--- config.mk ---
export PLATFORM = sky130hd
export DESIGN_NAME = seq_serializer
export DESIGN_NICKNAME = d
export VERILOG_FILES = /design/src/rtl/seq_serializer.sv
export SDC_FILE = /design/constraint.sdc
export NUM_CORES = 1
export LEC_CHECK = 0
export BUFFER_PORTS_ARGS = -buffer_cell sky130_fd_sc_hd__buf_2
export CAP_MARGIN = 15
export CORE_MARGIN = 5
export CORE_UTILIZATION = 35
export CTS_BUF_LIST = sky130_fd_sc_hd__clkbuf_4
export DETAILED_ROUTE_END_ITERATION = 8
export GPL_TIMING_DRIVEN = 0
export SETUP_SLACK_MARGIN = 0.1
export SKIP_LAST_GASP = 1
export SYNTH_ARGS = -nofsm -noshare
export SYNTH_HDL_FRONTEND = slang
export SYNTH_SLANG_ARGS = --single-unit
--- constraint.sdc ---
create_clock -name clk -period 1.8 [get_ports clk]
set_input_delay 0.36 -clock clk [delete_from_list [all_inputs] [get_ports clk]]
set_output_delay 0.36 -clock clk [all_outputs]
set_load 0.02 [all_outputs]
--- src/rtl/seq_serializer.sv ---
// Parallel-to-serial front end for the Moore sequence detector.
// One shifter plus one holding word gives a gapless bit stream.
module seq_serializer #(
   parameter int WIDTH     = 8,
   parameter bit MSB_FIRST = 1'b1,
   parameter bit IDLE_BIT  = 1'b0
) (
   input  logic             clk,
   input  logic             reset,
   input  logic [WIDTH-1:0] in_data,
   input  logic             in_valid,
   output logic             in_ready,
   output logic             seq_out,
   output logic             seq_valid,
   output logic             word_done,
   output logic             busy
);

   localparam int CW = $clog2(WIDTH);
   localparam logic [CW-1:0] LAST = CW'(WIDTH - 1);

   typedef enum logic {
      IDLE,
      SHIFT
   } state_t;

   state_t           state_q, state_d;
   logic [WIDTH-1:0] shreg_q, shreg_d;
   logic [WIDTH-1:0] hold_q, hold_d;
   logic             hold_full_q, hold_full_d;
   logic [CW-1:0]    bit_cnt_q, bit_cnt_d;
   logic [WIDTH-1:0] shreg_adv;
   logic             accept;
   logic             at_last;

   assign in_ready = !hold_full_q && !reset;
   assign accept   = in_valid && in_ready;
   assign at_last  = (state_q == SHIFT) && (bit_cnt_q == LAST);

   // The vacated bit position is never presented, so fill with zero.
   assign shreg_adv = MSB_FIRST ? {shreg_q[WIDTH-2:0], 1'b0}
                                : {1'b0, shreg_q[WIDTH-1:1]};

   always_comb begin
      state_d     = state_q;
      shreg_d     = shreg_q;
      hold_d      = hold_q;
      hold_full_d = hold_full_q;
      bit_cnt_d   = bit_cnt_q;
      unique case (state_q)
         IDLE: begin
            if (accept) begin
               shreg_d   = in_data;
               bit_cnt_d = '0;
               state_d   = SHIFT;
            end
         end
         SHIFT: begin
            if (bit_cnt_q != LAST) begin
               shreg_d   = shreg_adv;
               bit_cnt_d = bit_cnt_q + 1'b1;
               if (accept) begin
                  hold_d      = in_data;
                  hold_full_d = 1'b1;
               end
            end else if (hold_full_q) begin
               shreg_d     = hold_q;
               hold_full_d = 1'b0;
               bit_cnt_d   = '0;
            end else if (accept) begin
               shreg_d   = in_data;
               bit_cnt_d = '0;
            end else begin
               state_d = IDLE;
            end
         end
         default: state_d = IDLE;
      endcase
   end

   always_ff @(posedge clk or posedge reset) begin
      if (reset) begin
         state_q     <= IDLE;
         shreg_q     <= '0;
         hold_q      <= '0;
         hold_full_q <= 1'b0;
         bit_cnt_q   <= '0;
      end else begin
         state_q     <= state_d;
         shreg_q     <= shreg_d;
         hold_q      <= hold_d;
         hold_full_q <= hold_full_d;
         bit_cnt_q   <= bit_cnt_d;
      end
   end

   assign seq_valid = (state_q == SHIFT);
   assign seq_out   = seq_valid ? (MSB_FIRST ? shreg_q[WIDTH-1] : shreg_q[0])
                                : IDLE_BIT;
   assign word_done = at_last;
   assign busy      = seq_valid || hold_full_q;

endmodule

# After elaboration in Yosys (flattened, before gate mapping)
# Cells that the tools add are included.
op_classes:
  n_addsub: 1
  mul: 0
  div_mod_pow: 0
  n_lt_le_gt_ge: 0
  eq_ne: 3
  n_shift: 0
  mux: 15
  bitwise: 1
  reduce_logical: 8
ops:
  columns: ["op", "count"]
  rows:
  - ["two-way mux 8 bit", 3]
  - ["one-hot mux 8 bit (2 select lines)", 1]
  - ["two-way mux 3 bit", 3]
  - ["two-way mux 1 bit", 6]
  - ["one-hot mux 3 bit (2 select lines)", 1]
  - ["adder 3 x 1 -> 3 bit (second input constant)", 1]
  - ["== test 3 bit (second input constant)", 1]
  - ["logical AND 1 bit", 3]
  - ["inequality test 3 bit (second input constant)", 1]
  - ["AND reduction 3 bit", 1]
  - ["logical NOT 1 bit", 2]
  - ["inequality test 2 bit (second input constant)", 1]
  - ["one-hot mux 1 bit (2 select lines)", 1]
  - ["AND reduction 2 bit", 1]
  - ["logical OR 1 bit", 1]
  - ["inverter 1 bit", 1]
totals:
  register_bits: 21
  latchBits: 0
  ram_bits: 0
  rom_bits: 0
  in_bits: 11
  output_inout_bits: 5
  wordCells: 33
  mem_count: 0

# Longest topological paths before layout
depth:
  depth_word: 7
  ltp_mapped: 6

# Worst setup path before layout
# Ideal clock, no wire load.
synth_path:
  path_kind: "reg-to-reg"
  start: "register bit_cnt_q[0]"
  end: "register shreg_q[4]"
  setup_ps: 126
  arrival_time_ps: 1557
  required_ps: 1674
  path_slack_ps: 117
  path_stages_with_launch: 6
  path_buffers: 0
  period_less_slack_ps: 1683
  cell_sequence: "dfrtp_1 ha_1 ha_1 and2_1 a32o_1 a221o_1"
synth_between:
  elab_chain_cells: 3
synth_lines:
  columns: ["item", "line_no", "text"]
  rows:
  - ["start: declaration", "31", "logic [CW-1:0] bit_cnt_q, bit_cnt_d;"]
  - ["start signal: assignment", "93", "bit_cnt_q <= bit_cnt_d;"]
  - ["inequality test 3 bit", "59", "if (bit_cnt_q != LAST) begin"]
  - ["two-way mux 8 bit", "59", null]
  - ["one-hot mux 8 bit (2 select lines)", "50", "unique case (state_q)"]
  - ["net shreg_d[4]", "28", "logic [WIDTH-1:0] shreg_q, shreg_d;"]
  - ["end signal: assignment", "90", "shreg_q <= shreg_d;"]
  - ["end: declaration", "28", null]
# The timed path passes the listed nets, and every way through them passes these cells.
# A chain may end at the register's enable or synchronous reset.

# Worst setup path in the final report
layout_path:
  start: "register bit_cnt_q[1]"
  end: "output port word_done"
layout_between:
  elab_chain_cells: 2
layout_lines:
  columns: ["item", "line_no", "text"]
  rows:
  - ["== test 3 bit", "38", "assign at_last = (state_q == SHIFT) && (bit_cnt_q == LAST);"]
  - ["logical AND 1 bit", "38", null]
  - ["end: declaration", "15", "output logic word_done,"]
# Every way passes these cells.

==> flow_summary.yaml <==
floorplan:
  rows: 19
  coreArea_um2: 2760
  die_y_um: 63.5
  die_x_um: 63.5
  start_util_pct: 36.4
  ioPinCount: 16
  die_area_um2: 4040
global_route:
  grt_antenna_before_repair: 0
  grt_use_met3_pct: 3.73
  gr-usage-met2_pct: 21.4
  grt_usage_pct: 12.7
  use_met1_pct: 15.8
  overflow: 0
  grt_busiest_layer: "met2"
  grt_pass1_wl_mm: 4.06
  grt_pass1_vias: 854
  grt_max_degree: 22
sta:
  tightest_slew_ns: 0.804
  hold_violations: 0
  period_share_pct: 96.4
  setup_tns_ns: 0
  maxSlewHeadroom_pct: 46.3
  max_freq_mhz: 576
  fin_crit_ns: 1.73
  setup_viol: 0
  drv_slew: 0
  skew_ns: 0.00879
  fin_ws_ns: 0.0654
  grt_setup_unrepaired: "yes"
synthesis:
  synth_common_cells: "21 x dfrtp_1, 9 x mux2_2, 8 x a221o_1"
  synth_cells: 77
  synth-edff-count: 0
  post-synth-top-count-cell: "dfrtp_1"
  synth.yosys.seq_area_share_pct: 52.4
  async_reset_ff_share_pct: 100
  synth_area_leader_cell: "dfrtp_1"
  synth-main-ff-cell: "dfrtp_1"
  syn_area_um2: 1000
  avgSynthCellArea_um2: 13.0
  synth_nets: 90
  netlist.area_leader.share_pct: 52.4
  ys_top_cells_by_area: "dfrtp_1 52%, mux2_2 10%, a221o_1 8.0%"
  yosys.cell_types.count: 26
  synth-seq-cells: 21
  yosysWarnings: 0
route:
  drt_pass1_iterations: 4
  drtIter0Drc: 29
  drt-total-wl_mm: 2.35
  drc_errors: 0
  vias: 763
  viasPerCell: 5.57
  drtAntennaViolNets: 0
  detail_route.wl_per_cell_um: 17.2
cells_and_area:
  syn_to_final_growth_pct: 27.3
  multi_input_area_um2: 467
  final_util_pct: 46.3
  n_fill_cell: 273
  regArea_um2: 527
  diodes: 0
  nNetsFinal: 120
  layout-drive-gt1-share_pct: 50.0
run:
  maxCapViolCount: 0
min_path:
  hold_class: "in2async"
clock_network:
  cts_tree: "done"
  cts_buffers: 3
  cts_buffer_depth: 2
  clk_latency_ns: 0.31
  clock_sinks: 21
  clk_pin_slew_ns: 0.12
  root_buffer: "clkbuf_4"
  htree_levels: 1
power_and_ir_drop:
  power_w: 0.00223
  p_leak_nw: 0.588
  vdd_drop_max_v: 0.00109
  pwr_density_cell_nw_per_um2: 1750
critical_path:
  arrival_ns: 1.37
  crit_family: "flip-flops"
  crit_type: "reg2out"
  cp-end-kind: "output pin"
  crit_buf_inv: 1
  path_cells: "ha_2, ha_4, and2_4, buf_6"
  crit_path_start_kind: "flip-flop"
  cp_slowest_cell: "dfrtp_1"
  required_ns: 1.44
  cpPeakStageDelay_ns: 0.41
  cp_max_fo: 5
placement:
  place_ws_ns: 0.0132
  port_buffers: 15
  hpwl_mm: 1.56
  gp_congestion: 0.748
run_status:
  status: "finished clean"
==> placed cells by master (no fill, tap or decap), types with 2 or more instances in the layout <==
cell type / instances
a221o_1: 8
buf_2: 13
mux2_2: 9
buf_6: 4
inv_1: 2
nor2_1: 2
a21oi_1: 3
clkbuf_4: 4
a32o_1: 6
nand2b_1: 3
o2bb2ai_1: 2
buf_4: 11
dfrtp_1: 20
nor2b_1: 2
==> registers in the layout, indices dropped and copies added, names as in the netlist <==
signal	cells
seq_valid	1
shreg_q	8
bit_cnt_q	3
hold_full_q	1
hold_q	8
==> metal layers <==
| metal | part of all wire (%) | vias up | wire length, um |
|---|---|---|---|
| li1 | - | 352 | - |
| met1 | 43 | 387 | 1010 |
| met2 | 51 | 22 | 1210 |
| met3 | 5.4 | 2 | 126 |
| met4 | 0.59 | 0 | 14 |
| met5 | 0 | - | 0 |
==> worst paths after layout <==
path | slack, ns | from | endpoint | cells past startpoint
min in group clk | 0.29 | in_data[5] | shreg_q[5] | 2
setup reg to reg | 0.08 | bit_cnt_q[1] | shreg_q[1] | 7
max in group asynchronous | 1.01 | reset | seq_valid | 2
hold reg to reg | 0.52 | shreg_q[7] | shreg_q[7] | 1
hold / removal | 0.23 | reset | bit_cnt_q[2] | 2
setup / recovery | 0.07 | bit_cnt_q[1] | word_done | 4
==> logic make-up after synthesis <==
| group | count (synthesis) | synth area share, % |
|---|---|---|
| flops | 21 | 52.4 |
| compound gates | 20 | 18.1 |
| simple gates | 19 | 13.5 |
| mux | 9 | 10.1 |
| buf+inv | 6 | 3.49 |
| fa+ha+maj | 2 | 2.49 |
==> through the flow <==
stage | instances | area [um2] | hold slack [ns]
2_1_floorplan | 77 | 1000 | 0.337
3_3_place_gp | 123 | 1120 | 0.491
6_report | 137 | 1280 | 0.228
3_5_place_dp | 123 | 1120 | 0.496
5_1_grt | 137 | 1280 | 0.270
4_1_cts | 132 | 1220 | 0.272
==> what timing repair did <==
action / CTS / global route
hold buffers: 0 / 0
endpoints found under the setup margin: 17 / 17
cloned: 0 / 0
setup buffers: 5 / 5
resized for setup: 10 / 8
pin swaps: 1 / 0
endpoints found under the hold margin: 0 / 0
==> cell type report <==
class	instances	share of cell area, %
Buffer	4	3.53
Clock buffer	4	2.35
Sequential cell	21	41.2
Tap cell	31	3.04
Multi-Input combinational cell	50	36.5
Timing Repair Buffer	25	12.7
Inverter	2	0.588
==> power breakdown <==
part	internal (W)	switching, W
Clock	0.000102	0.000146
Combinational	0.000633	0.000536
Sequential	0.000691	0.000125
Total	0.00143	0.000807
Power figures use the tool's default switching activity.
